## config.mk

```make
export PLATFORM = sky130hd
export DESIGN_NAME = pulse_led_array
export DESIGN_NICKNAME = d
export VERILOG_FILES = /design/src/rtl/pulse_led_pkg.sv /design/src/rtl/pulse_led_channel.sv /design/src/rtl/pulse_led_array.sv
export SDC_FILE = /design/constraint.sdc
export NUM_CORES = 1
export LEC_CHECK = 0
export CAP_MARGIN = 15
export CORE_MARGIN = 2
export CORE_UTILIZATION = 45
export CTS_CLUSTER_DIAMETER = 50
export DETAILED_ROUTE_END_ITERATION = 8
export GPL_TIMING_DRIVEN = 0
export HOLD_SLACK_MARGIN = 0.12
export SYNTH_ARGS = -nofsm -noshare
export SYNTH_HDL_FRONTEND = slang
export SYNTH_SLANG_ARGS = --single-unit
```

## constraint.sdc

```tcl
create_clock -name clk -period 6.6 [get_ports clk]
set_input_delay 1.32 -clock clk [delete_from_list [all_inputs] [get_ports clk]]
set_output_delay 1.32 -clock clk [all_outputs]
set_load 0.01 [all_outputs]
```

## src/rtl/pulse_led_pkg.sv

```systemverilog
// Shared types for the pulse_led_array block.
// Optional square-law brightness is selected with the PULSE_LED_GAMMA_EN macro
// (see pulse_led_channel.sv).
package pulse_led_pkg;

  typedef enum logic [1:0] {
    MODE_BREATHE = 2'd0,
    MODE_ON      = 2'd1,
    MODE_OFF     = 2'd2,
    MODE_BLINK   = 2'd3
  } mode_e;

  typedef enum logic {
    DIR_UP   = 1'b0,
    DIR_DOWN = 1'b1
  } dir_e;

endpackage

```

## src/rtl/pulse_led_channel.sv

```systemverilog
// One triangle-ramp duty generator: duty/dir register pair plus the PWM compare.
// PULSE_LED_GAMMA_EN: compare counter*PERIOD < duty*duty (square-law) instead of
// the linear counter < duty. Endpoints 0 and PERIOD behave identically.
module pulse_led_channel
  import pulse_led_pkg::*;
#(
  parameter int CNT_W  = 20,
  parameter int PERIOD = 500000,
  parameter int STEP   = 20000
) (
  input  logic             clk,
  input  logic             rst_n,
  input  logic [CNT_W-1:0] counter,
  input  logic             wrap,
  input  logic             enable,
  input  logic [CNT_W-1:0] rst_duty,
  output logic             cmp
);

  // One extra bit so duty+STEP can never wrap before the clamp.
  localparam logic [CNT_W:0] PERIOD_W = (CNT_W+1)'(PERIOD);
  localparam logic [CNT_W:0] STEP_W   = (CNT_W+1)'(STEP);

  logic [CNT_W-1:0] duty_q, duty_d;
  dir_e             dir_q, dir_d;
  logic [CNT_W:0]   sum;

  // Ramp step once per period, clamping and turning at both ends.
  always_comb begin
    duty_d = duty_q;
    dir_d  = dir_q;
    sum    = {1'b0, duty_q} + STEP_W;
    if (wrap && enable) begin
      if (dir_q == DIR_UP) begin
        if (sum >= PERIOD_W) begin
          duty_d = PERIOD_W[CNT_W-1:0];
          dir_d  = DIR_DOWN;
        end else begin
          duty_d = sum[CNT_W-1:0];
        end
      end else begin
        if ({1'b0, duty_q} <= STEP_W) begin
          duty_d = '0;
          dir_d  = DIR_UP;
        end else begin
          duty_d = duty_q - STEP_W[CNT_W-1:0];
        end
      end
    end
  end

  // Duty/dir state; reset loads the channel's staggered starting duty.
  always_ff @(posedge clk or negedge rst_n) begin
    if (!rst_n) begin
      duty_q <= rst_duty;
      dir_q  <= DIR_UP;
    end else begin
      duty_q <= duty_d;
      dir_q  <= dir_d;
    end
  end

`ifdef PULSE_LED_GAMMA_EN
  logic [2*CNT_W-1:0] lhs, rhs;
  // Square-law compare without division: c/P < (d/P)^2  <=>  c*P < d*d.
  always_comb begin
    lhs = (2*CNT_W)'(counter) * (2*CNT_W)'(PERIOD);
    rhs = (2*CNT_W)'(duty_q) * (2*CNT_W)'(duty_q);
    cmp = (lhs < rhs);
  end
`else
  // Linear PWM compare.
  always_comb begin
    cmp = (counter < duty_q);
  end
`endif

endmodule

```

## src/rtl/pulse_led_array.sv

```systemverilog
// Multi-channel breathing LED driver: one shared period counter, CHANNELS ramp
// generators, global mode select, enable/freeze and a period tick.
// Build option PULSE_LED_GAMMA_EN selects the square-law brightness compare.
module pulse_led_array
  import pulse_led_pkg::*;
#(
  parameter int CHANNELS = 4,
  parameter int CNT_W    = 20,
  parameter int PERIOD   = 500000,
  parameter int STEP     = 20000,
  parameter int STAGGER  = 100000
) (
  input  logic                clk,
  input  logic                rst_n,
  input  logic                enable,
  input  logic [1:0]          mode,
  output logic [CHANNELS-1:0] led,
  output logic                period_tick
);

  localparam logic [CNT_W-1:0] CNT_MAX = CNT_W'(PERIOD - 1);

  logic [CNT_W-1:0]    counter_q, counter_d;
  logic                tick_q, tick_d;
  logic                blink_q, blink_d;
  logic [CHANNELS-1:0] led_q, led_d;
  logic [CHANNELS-1:0] raw;
  logic                at_end, wrap_en;

  assign at_end  = (counter_q == CNT_MAX);
  assign wrap_en = enable && at_end;

  genvar i;
  generate
    for (i = 0; i < CHANNELS; i++) begin : g_ch
      localparam logic [CNT_W-1:0] RST_DUTY =
        (i * STAGGER >= PERIOD) ? CNT_W'(PERIOD) : CNT_W'(i * STAGGER);
      pulse_led_channel #(
        .CNT_W (CNT_W),
        .PERIOD(PERIOD),
        .STEP  (STEP)
      ) u_ch (
        .clk     (clk),
        .rst_n   (rst_n),
        .counter (counter_q),
        .wrap    (at_end),
        .enable  (enable),
        .rst_duty(RST_DUTY),
        .cmp     (raw[i])
      );
    end
  endgenerate

  // Counter, tick, blink phase and LED mux; everything freezes while disabled.
  always_comb begin
    counter_d = counter_q;
    blink_d   = blink_q;
    tick_d    = wrap_en;
    led_d     = '0;
    if (enable) begin
      counter_d = at_end ? '0 : counter_q + 1'b1;
      if (at_end) blink_d = ~blink_q;
      case (mode_e'(mode))
        MODE_BREATHE: led_d = raw;
        MODE_ON:      led_d = '1;
        MODE_OFF:     led_d = '0;
        MODE_BLINK:   led_d = {CHANNELS{blink_q}};
        default:      led_d = '0;
      endcase
    end
  end

  // Shared state registers.
  always_ff @(posedge clk or negedge rst_n) begin
    if (!rst_n) begin
      counter_q <= '0;
      tick_q    <= 1'b0;
      blink_q   <= 1'b0;
      led_q     <= '0;
    end else begin
      counter_q <= counter_d;
      tick_q    <= tick_d;
      blink_q   <= blink_d;
      led_q     <= led_d;
    end
  end

  assign led         = led_q;
  assign period_tick = tick_q;

endmodule

```

==> results of run 1 <==
==> cells by family (layout without fill, tap and decap cells) <==
family | Yosys count | in the layout | share of synthesized area
multiplexers | 6 | 6 | 0.00724
AND/OR/NAND/NOR | 343 | 343 | 0.207
AO/OA/AOI/OAI | 367 | 367 | 0.286
adder cells (fa/ha/maj) | 73 | 73 | 0.108
XOR/XNOR | 43 | 43 | 0.0445
buffers and inverters | 146 | 171 | 0.0783
flip-flops | 90 | 90 | 0.269
==> power by group <==
group	internal (mW)	switching, mW
clock	0.353	0.244
combinational	0.0348	0.0393
sequential	0.568	0.0296
==> worst max-delay path, stage by stage <==
cell	delay, ns
clkdlybuf4s50_1	0.61
nand2_1	0.27
inv_1	0.31
clkbuf_1	0.64
o21ai_0	0.20
o21ai_0	0.19
o31ai_1	0.09
==> area by class of cell <==
cell class              count  area (sq um)  share of cell area
plain buffers              78           405              0.0441
clock buffers              12           256              0.0279
clock inverters             4          73.8             0.00803
inverters                  68           258              0.0280
multi-input cells         832          5530               0.601
flip-flops and latches     90          2280               0.248
well taps                 234           293              0.0318
repair buffers              9           105              0.0114
==> per-stage QoR <==
step | std cells | setup slack, ns | utilization
2_1_floorplan | 1068 | 3.94 | -
3_3_place_gp | 1310 | 0.431 | 0.476
3_5_place_dp | 1311 | 2.85 | 0.477
4_1_cts | 1327 | 3.22 | 0.495
5_1_grt | 1327 | 3.02 | 0.495
6_report | 1327 | 3.18 | 0.495
==> layer usage <==
| layer | vias to the layer above | part of all wire |
|---|---|---|
| li1 | 3994 | - |
| met1 | 3991 | 0.47 |
| met2 | 268 | 0.45 |
| met3 | 44 | 0.055 |
| met4 | 0 | 0.028 |
| met5 | - | 0 |
==> cell usage in the layout (no fill, tap or decap), types with 6 or more instances in the layout <==
cell,count
o221ai_1,7
clkdlybuf4s50_1,7
xor2_1,9
or3_1,10
a21o_1,25
o22ai_1,12
nand2b_1,10
nand3_1,40
dfstp_2,20
nand4_1,22
o21ai_0,107
and3_1,11
nor3_1,28
nor2_1,61
and4_1,10
a31oi_1,19
nor4_1,15
clkbuf_1,60
clkbuf_8,8
a22oi_1,12
xnor2_1,34
o31ai_1,20
a21oi_1,71
a211oi_1,15
nand2_1,102
ha_1,73
and2_1,8
dfrtp_1,70
o21a_1,14
clkbuf_16,9
inv_1,65
a31o_2,6
==> how the worst max path moves through the flow <==
stage                                         end  slack (ns)  cells after the start
after floorplan            g_ch[0].u_ch.duty_q[6]        3.94                      9
after global placement    g_ch[1].u_ch.duty_q[13]        0.43                      1
after detailed placement  g_ch[0].u_ch.duty_q[11]        2.85                      7
after CTS                 g_ch[0].u_ch.duty_q[11]        3.22                      7
after global routing      g_ch[0].u_ch.duty_q[11]        3.02                      7
final                     g_ch[0].u_ch.duty_q[11]        3.18                      7
==> state kept, by name (all words and copies together), names as in the netlist <==
signal / flops
counter_q: 20
led: 4
blink_q: 1
g_ch.u_ch.dir_q: 4
g_ch.u_ch.duty_q: 60
period_tick: 1
==> summary.txt, run 1 <==
Placement
  • Gpl congestion: 0.912
  • Dpl hpwl: 18300 um
  • PortBufs: 8
  • Placed Area: 8860 sq um

Worst setup path
  • Crit path launch: enable
  • RR Endpoint: g_ch[0].u_ch.duty_q[15]
  • Crit Path Category: primary input to flop
  • R2r worst-path depth: 8
  • Worst r2r src: counter_q[12]
  • Reg-to-reg slack, setup: about 3.3 ns
  • Startpoint Class: primary input
  • Worst setup EP type: flop
  • CP max FO: 10
  • CP arrival: ~3.6 ns
  • CP required: a little under 7 ns

Cells and area
  • # fillers: around 1900
  • Finished Cell Area: 9190 sq um
  • Nets: between 1000 and 1500
  • Layout cells sized above 1: 0.0778
  • Ant diodes: 0
  • Area Overhead vs Synth: 8.60%

STA
  • Layout Skew: 0.00637 ns
  • Final period util: 0.517
  • Final setup fails: 0
  • Setup TNS: 0 ns
  • Worst Max-Slew Pin Slew: 0.990 ns
  • Max-slew violations: 0
  • Final hold violations: 0
  • Hold Slack: between 0.5 and 0.6 ns
  • Min Tclk post-route: between 3 and 4 ns
  • Unrepaired setup endpoints after global routing: no
  • Highest clock rate: slightly below 300 MHz
  • Worst relative slew slack: 0.335

Floorplanning
  • FP Rows: 50
  • IO Count: 10
  • Initial Util: 0.456
  • Die Footprint: roughly 20000 sq um
  • Die height: roughly 140 um
  • Overall die width: about 140 um
  • Core ar.: 18600 sq um

Clock network
  • Clock latency on the worst-skew pair: approximately 0.36 ns
  • PostCTS Resize Cnt: 0
  • Hold Buf Count CTS: 0
  • Post-CTS setup buffer count: 0
  • Max clock buf depth: 2
  • Clk root buf: clkbuf_16
  • CTS H-Tree Depth: 3
  • Clk pin slew, worst setup/hold paths: around 0.070 ns
  • TritonCTS Buffers: 9
  • CTS Sinks: 90
  • CTS tree: built

Synthesis
  • FFs w/ async S/R, synth: 1.00
  • Primary FF master, synth: dfrtp_1
  • Dominant cell by count in the synthesized netlist: o21ai_0
  • Number of synthesized register bits: 90
  • Top post-synthesis cells by count: o21ai_0 (107), nand2_1 (102), ha_1 (73)
  • Netlist cell types: 91
  • Post-synthesis cell area: approximately 8500 sq um
  • Mapped Cells: approximately 1100
  • Seq/Total Area, Yosys: 0.269
  • Synthesized area per cell: 7.93 sq um
  • Top cells by area, synth: dfrtp_1 (21%), ha_1 (11%), o21ai_0 (6.3%)
  • Number of synthesized flops with an enable pin: 0
  • Yosys top cell area share: 0.207
  • Synth Net Count: 1146
  • Synth area leader: dfrtp_1
  • Yosys warnings: 0

GRT
  • Initial antenna violation count: 0
  • Met3 global-route usage: 0.0299
  • Global Route Usage Sum: 0.264
  • Largest net degree at the start of global routing: 55
  • First-pass GRT wire length: 41600 um
  • Met2 Use GR: 0.409
  • Vias in the first global route: ~7800
  • Gr busiest metal: met2
  • Met1 Track Usage GR: 0.376
  • GRT Residual Overflow: 0

Drt
  • # DRC: 0
  • Via density: between 6 and 7
  • Antenna viol nets, final: 0
  • 1st-iter DRT viols: between 600 and 700
  • Detailed Routing Iterations Pass 1: 5
  • Routed len/inst: ~20 um
  • Post-Route WL: around 26000 um
  • Via count: approximately 8300

Min path
  • Worst hold stages: 2
  • Hold Path Origin: g_ch[3].u_ch.duty_q[18]
  • Hold EP: g_ch[3].u_ch.duty_q[18]
  • Hold Path Class: flop to flop

Pwr
  • Pwr Total: 1.27 mW
  • Worst vdd ir: between 100 and 150 uV
  • Static leakage: 3.77 nW
  • Pwr per Cell Area: ~140 nW/um^2

Flow run
  • Number of max-cap violations: 0

Status
  • Outcome: completed
(Power assumes the default switching activity.)
==> run 2: changes to the inputs <==
clock period = 2.9 ns   (was 6.6 ns; I/O delays follow)
==> summary.txt, run 2 (synthesis gave the netlist of run 1 again) <==
Floorplanning
  • Die Footprint: between 15000 and 20000 sq um
  • Die height: around 140 um
  • Overall die width: 141 um
  • IO Count: 10
  • Initial Util: 0.456
  • Core ar.: 18600 sq um
  • FP Rows: 50

Clock network
  • Max clock buf depth: 2
  • TritonCTS Buffers: 9
  • CTS tree: built
  • Clk root buf: clkbuf_16
  • CTS H-Tree Depth: 3
  • Clk pin slew, worst setup/hold paths: ~0.070 ns
  • Hold Buf Count CTS: 0
  • CTS Sinks: 90
  • Clock latency on the worst-skew pair: roughly 0.36 ns

STA
  • Final hold violations: 0
  • Worst setup margin: 0.0621 ns
  • Final setup fails: 0
  • Max-slew violations: 0
  • Layout Skew: ~0.0081 ns
  • Highest clock rate: 352 MHz
  • Final period util: 0.979
  • Worst relative slew slack: 0.359
  • Min Tclk post-route: around 2.8 ns
  • Worst Max-Slew Pin Slew: roughly 0.96 ns

Worst setup path
  • Crit Path Category: flop to flop
  • CP required: between 3 and 4 ns
  • R2r worst-path depth: 11
  • Worst setup EP type: flop
  • CP max stage cell: or4_1
  • Crit path launch: g_ch[0].u_ch.duty_q[5]
  • Crit-path cells: buf_6, clkinvlp_4, ha_4, or4_1, a41o_1, a2111oi_4, buf_4, buf_4, o21bai_2, a31oi_1, a21o_1
  • CP arrival: around 3.1 ns
  • Reg-to-reg slack, setup: slightly above 0.06 ns
  • Max incr delay on CP: 0.50 ns
  • Worst r2r src: g_ch[0].u_ch.duty_q[5]
  • Cell mode on critical path: buf_4
  • RR Endpoint: g_ch[0].u_ch.duty_q[8]
  • CP max FO: 4
  • Startpoint Class: flop

GRT
  • Initial antenna violation count: 0
  • Largest net degree at the start of global routing: 55
  • First-pass GRT wire length: 42000 um
  • GRT Residual Overflow: 0
  • Vias in the first global route: slightly below 8000
  • Global Route Usage Sum: 0.266

Drt
  • Detailed Routing Iterations Pass 1: 6
  • Via count: 8334
  • Post-Route WL: 26400 um
  • Via density: between 6 and 7
  • Routed len/inst: 19.7 um
  • # DRC: 0
  • 1st-iter DRT viols: between 800 and 900
  • Antenna viol nets, final: 0

Cells and area
  • Nets: around 1200
  • Finished Cell Area: ~9600 sq um
  • Regs by FF count: g_ch.u_ch.duty_q: 60 flops, counter_q: 20 flops
  • Register with the most flip-flops: g_ch.u_ch.duty_q
  • Area Overhead vs Synth: 13.2%
  • Most frequent cells in the layout: o21ai_0 (104), nand2_1 (100), dfrtp_1 (69)
  • Layout cells sized above 1: 0.133
  • Ant diodes: 0
  • Commonest non-fill, non-tap cell in the layout: o21ai_0
  • Max reg flops: 60

Pwr
  • Worst vdd ir: ~290 uV
  • Pwr per Cell Area: between 300 and 400 nW/um^2
  • Static leakage: 3.92 nW
  • Net Sw Power: between 0.7 and 0.8 mW
  • Int Pwr: around 2.2 mW
  • Clk pwr share: 0.471
  • Sw Share: 0.246
  • Seq pwr share: 0.471
  • Combinational power share: 0.058

Placement
  • PortBufs: 8
  • Gpl congestion: 0.912
  • Place WS: -0.379 ns
  • Placed Area: 8860 sq um
  • Dpl hpwl: around 18000 um

Flow run
  • Number of max-cap violations: 0

Min path
  • Hold Path Class: primary input to async pin

Status
  • Outcome: completed
-- run 2: cell types whose count changed in the layout (fill, tap and decap cells not counted), moves of 4 or more --
cell      before  now
clkbuf_1      60   40
buf_4          3   18
buf_6          4    8
ha_1          73   67
clkbuf_2       0   10
-- run 2: power groups by stage --
stage	Combinational (mW)	Clock [mW]	Sequential, mW
after global routing	0.194	1.42	1.37
after global placement	0.163	0	1.38
after CTS	0.173	1.39	1.36
after detailed placement	0.171	0	1.38
final	0.168	1.36	1.36
after floorplan	0.103	0	1.36
-- run 2: timing repair --
item                                    CTS  global route
endpoints found under the setup margin   61            57
gates resized for setup                  18            60
endpoints found under the hold margin     0             0
pin swaps                                 6            10
setup buffers                            11             8
-- run 2: per-layer routing --
layer | wire length, um | vias up | track usage
li1 | - | 4006 | -
met1 | 12300 | 3990 | 0.381
met2 | 11900 | 277 | 0.414
met3 | 1420 | 61 | 0.0285
met4 | 743 | 0 | 0.103
met5 | 0 | - | 0
-- run 2: stage by stage --
step	utilization	TNS [ns]	std cells	hold slack [ns]	power, mW
2_1_floorplan	-	0	1068	0.284	1.46
3_3_place_gp	0.476	-209.42	1310	0.480	1.54
3_5_place_dp	0.477	-7.13	1311	0.502	1.55
4_1_cts	0.503	0	1337	0.214	2.92
5_1_grt	0.516	-0.102	1339	0.239	2.98
6_report	0.516	0	1339	0.188	2.89
-- run 2: worst max-delay path by stage --
| stage | to | slack, ns | cells past startpoint |
|---|---|---|---|
| after global routing | g_ch[0].u_ch.duty_q[8] | -0.03 | 11 |
| after detailed placement | g_ch[0].u_ch.duty_q[15] | -0.38 | 8 |
| after CTS | g_ch[0].u_ch.duty_q[9] | 0.002 | 12 |
| after floorplan | g_ch[0].u_ch.duty_q[6] | 0.24 | 9 |
| after global placement | g_ch[1].u_ch.duty_q[13] | -2.53 | 1 |
| final | g_ch[0].u_ch.duty_q[8] | 0.06 | 11 |
-- run 2: critical path, delay by kind of cell, from the launching register on --
family | cells | cell delay [ns]
AND/OR/NAND/NOR | 1 | 0.50
buffers and inverters | 4 | 0.59
AO/OA/AOI/OAI | 5 | 1.00
flip-flops | 1 | 0.41
adder cells (fa/ha/maj) | 1 | 0.27
-- run 2: cell type report --
cell class | instances | area (sq um)
Buffer | 72 | 419
Timing Repair Buffer | 27 | 256
Inverter | 68 | 262
Sequential cell | 90 | 2280
Multi-Input combinational cell | 832 | 5750
Clock buffer | 12 | 256
Clock inverter | 4 | 73.8
Fill cell | 1821 | 8990
Tap cell | 234 | 293
==> run 3: changes to the inputs <==
clock period = 3.15 ns   (was 2.9 ns; I/O delays follow)
==> summary.txt, run 3 (synthesis gave the netlist of run 1 again) <==
Worst setup path
  • CP arrival: between 3 and 4 ns
  • CP required: between 3 and 4 ns
  • Startpoint Class: flop
  • Worst setup EP type: flop
  • Crit Path Category: flop to flop
  • CP max FO: 9

Placement
  • Dpl hpwl: approximately 18000 um
  • PortBufs: 8
  • Placed Area: between 8000 and 9000 sq um
  • Place WS: -0.129 ns
  • Gpl congestion: 0.912

Cells and area
  • Layout cells sized above 1: 0.104
  • Nets: 1176
  • Area Overhead vs Synth: 10.5%
  • Register with the most flip-flops: g_ch.u_ch.duty_q
  • Max reg flops: 60
  • Most frequent cells in the layout: o21ai_0 (107), nand2_1 (102), ha_1 (72)
  • Regs by FF count: g_ch.u_ch.duty_q: 60 flops, counter_q: 20 flops
  • Ant diodes: 0
  • Post-Route Utilization: 0.504
  • Finished Cell Area: 9360 sq um
  • Commonest non-fill, non-tap cell in the layout: o21ai_0

Clock network
  • Clock latency on the worst-skew pair: between 0.3 and 0.4 ns
  • CTS Sinks: 90
  • TritonCTS Buffers: 9
  • Hold Buf Count CTS: 0
  • Clk pin slew, worst setup/hold paths: approximately 0.070 ns
  • Max clock buf depth: 2
  • CTS tree: built
  • Clk root buf: clkbuf_16
  • CTS H-Tree Depth: 3

Pwr
  • Static leakage: 3.86 nW
  • Pwr per Cell Area: between 200 and 300 nW/um^2
  • Seq pwr share: 0.471
  • Int Pwr: about 2 mW
  • Combinational power share: 0.058
  • Clk pwr share: 0.471
  • Worst vdd ir: ~270 uV
  • Net Sw Power: 0.658 mW
  • Sw Share: 0.247

Drt
  • Via density: about 6.2
  • Routed len/inst: slightly below 20 um
  • Antenna viol nets, final: 0
  • Via count: 8348
  • 1st-iter DRT viols: about 770
  • Post-Route WL: between 20000 and 30000 um
  • Detailed Routing Iterations Pass 1: 7
  • # DRC: 0

STA
  • Worst setup margin: 0.103 ns
  • Max-slew violations: 0
  • Min Tclk post-route: approximately 3 ns
  • Layout Skew: 0.00730 ns
  • Worst relative slew slack: 0.361
  • Final setup fails: 0
  • Final period util: 0.967
  • Final hold violations: 0
  • Worst Max-Slew Pin Slew: between 0.9 and 1 ns
  • Highest clock rate: between 300 and 400 MHz

Status
  • Outcome: completed

Floorplanning
  • FP Rows: 50
  • IO Count: 10
  • Die Footprint: roughly 20000 sq um
  • Initial Util: 0.456
  • Overall die width: 141 um
  • Core ar.: 18600 sq um
  • Die height: about 140 um

Flow run
  • Number of max-cap violations: 0

GRT
  • Largest net degree at the start of global routing: 55
  • GRT Residual Overflow: 0
  • Global Route Usage Sum: 0.264
  • Vias in the first global route: 7775
  • First-pass GRT wire length: between 40000 and 50000 um
  • Initial antenna violation count: 0

Min path
  • Hold Path Class: primary input to async pin
[run 3: critical path, stage by stage, from the launching register on]
cell and delay [ns]:
dfstp_2 0.59, ha_1 0.33, nand3_2 0.25, a211oi_1 0.31, a21oi_1 0.07, o22a_1 0.24, or3_1 0.36, a21oi_1 0.41
nand2_1 0.26, nand3_1 0.15
[run 3: what timing repair did]
item,in CTS,in global routing
cloned,0,0
pin swaps,0,4
resized for setup,2,26
setup endpoints to repair,6,49
hold endpoints to repair,0,0
setup buffers,0,12
[run 3: worst paths after layout]
| path | from | end | slack (ns) | cells after the start |
|---|---|---|---|---|
| min | rst_n | g_ch[3].u_ch.duty_q[10] | 0.24 | 1 |
| max | g_ch[3].u_ch.duty_q[6] | g_ch[3].u_ch.duty_q[18] | 0.10 | 9 |
| max in group asynchronous | rst_n | g_ch[2].u_ch.duty_q[16] | 2.19 | 2 |
| min in group clk | g_ch[3].u_ch.duty_q[18] | g_ch[3].u_ch.duty_q[18] | 0.50 | 2 |
| min reg2reg | g_ch[3].u_ch.duty_q[18] | g_ch[3].u_ch.duty_q[18] | 0.50 | 2 |
| max reg2reg | g_ch[3].u_ch.duty_q[6] | g_ch[3].u_ch.duty_q[18] | 0.10 | 9 |
[run 3: metal layers]
metal  global-route usage  share of wire
met1                0.376           0.47
met2                0.408           0.44
met3               0.0299          0.053
met4                0.106          0.031
met5                    0              0
[run 3: layout make-up]
| class | count | area [sq um] |
|---|---|---|
| plain buffers | 76 | 412 |
| clock buffers | 12 | 256 |
| clock inverters | 4 | 73.8 |
| fillers | 1844 | 9220 |
| inverters | 68 | 258 |
| multi-input cells | 832 | 5590 |
| flip-flops and latches | 90 | 2280 |
| well taps | 234 | 293 |
| repair buffers | 21 | 195 |
[run 3: stage by stage]
step | instances | hold slack, ns | power, mW | setup TNS, ns
floorplan | 1068 | 0.334 | 1.35 | 0
global placement | 1310 | 0.480 | 1.42 | -184.40
detailed placement | 1311 | 0.502 | 1.43 | -0.197
CTS | 1326 | 0.264 | 2.69 | 0
global route | 1337 | 0.287 | 2.75 | -0.0311
finish | 1337 | 0.241 | 2.66 | 0
[run 3: power groups by stage]
stage                     sequential, mW  combinational (mW)  clock, mW
final                               1.25               0.155       1.25
after global routing                1.26               0.178       1.31
after CTS                           1.25               0.159       1.28
after detailed placement            1.27               0.158          0
after global placement              1.27               0.150          0
after floorplan                     1.25              0.0944          0
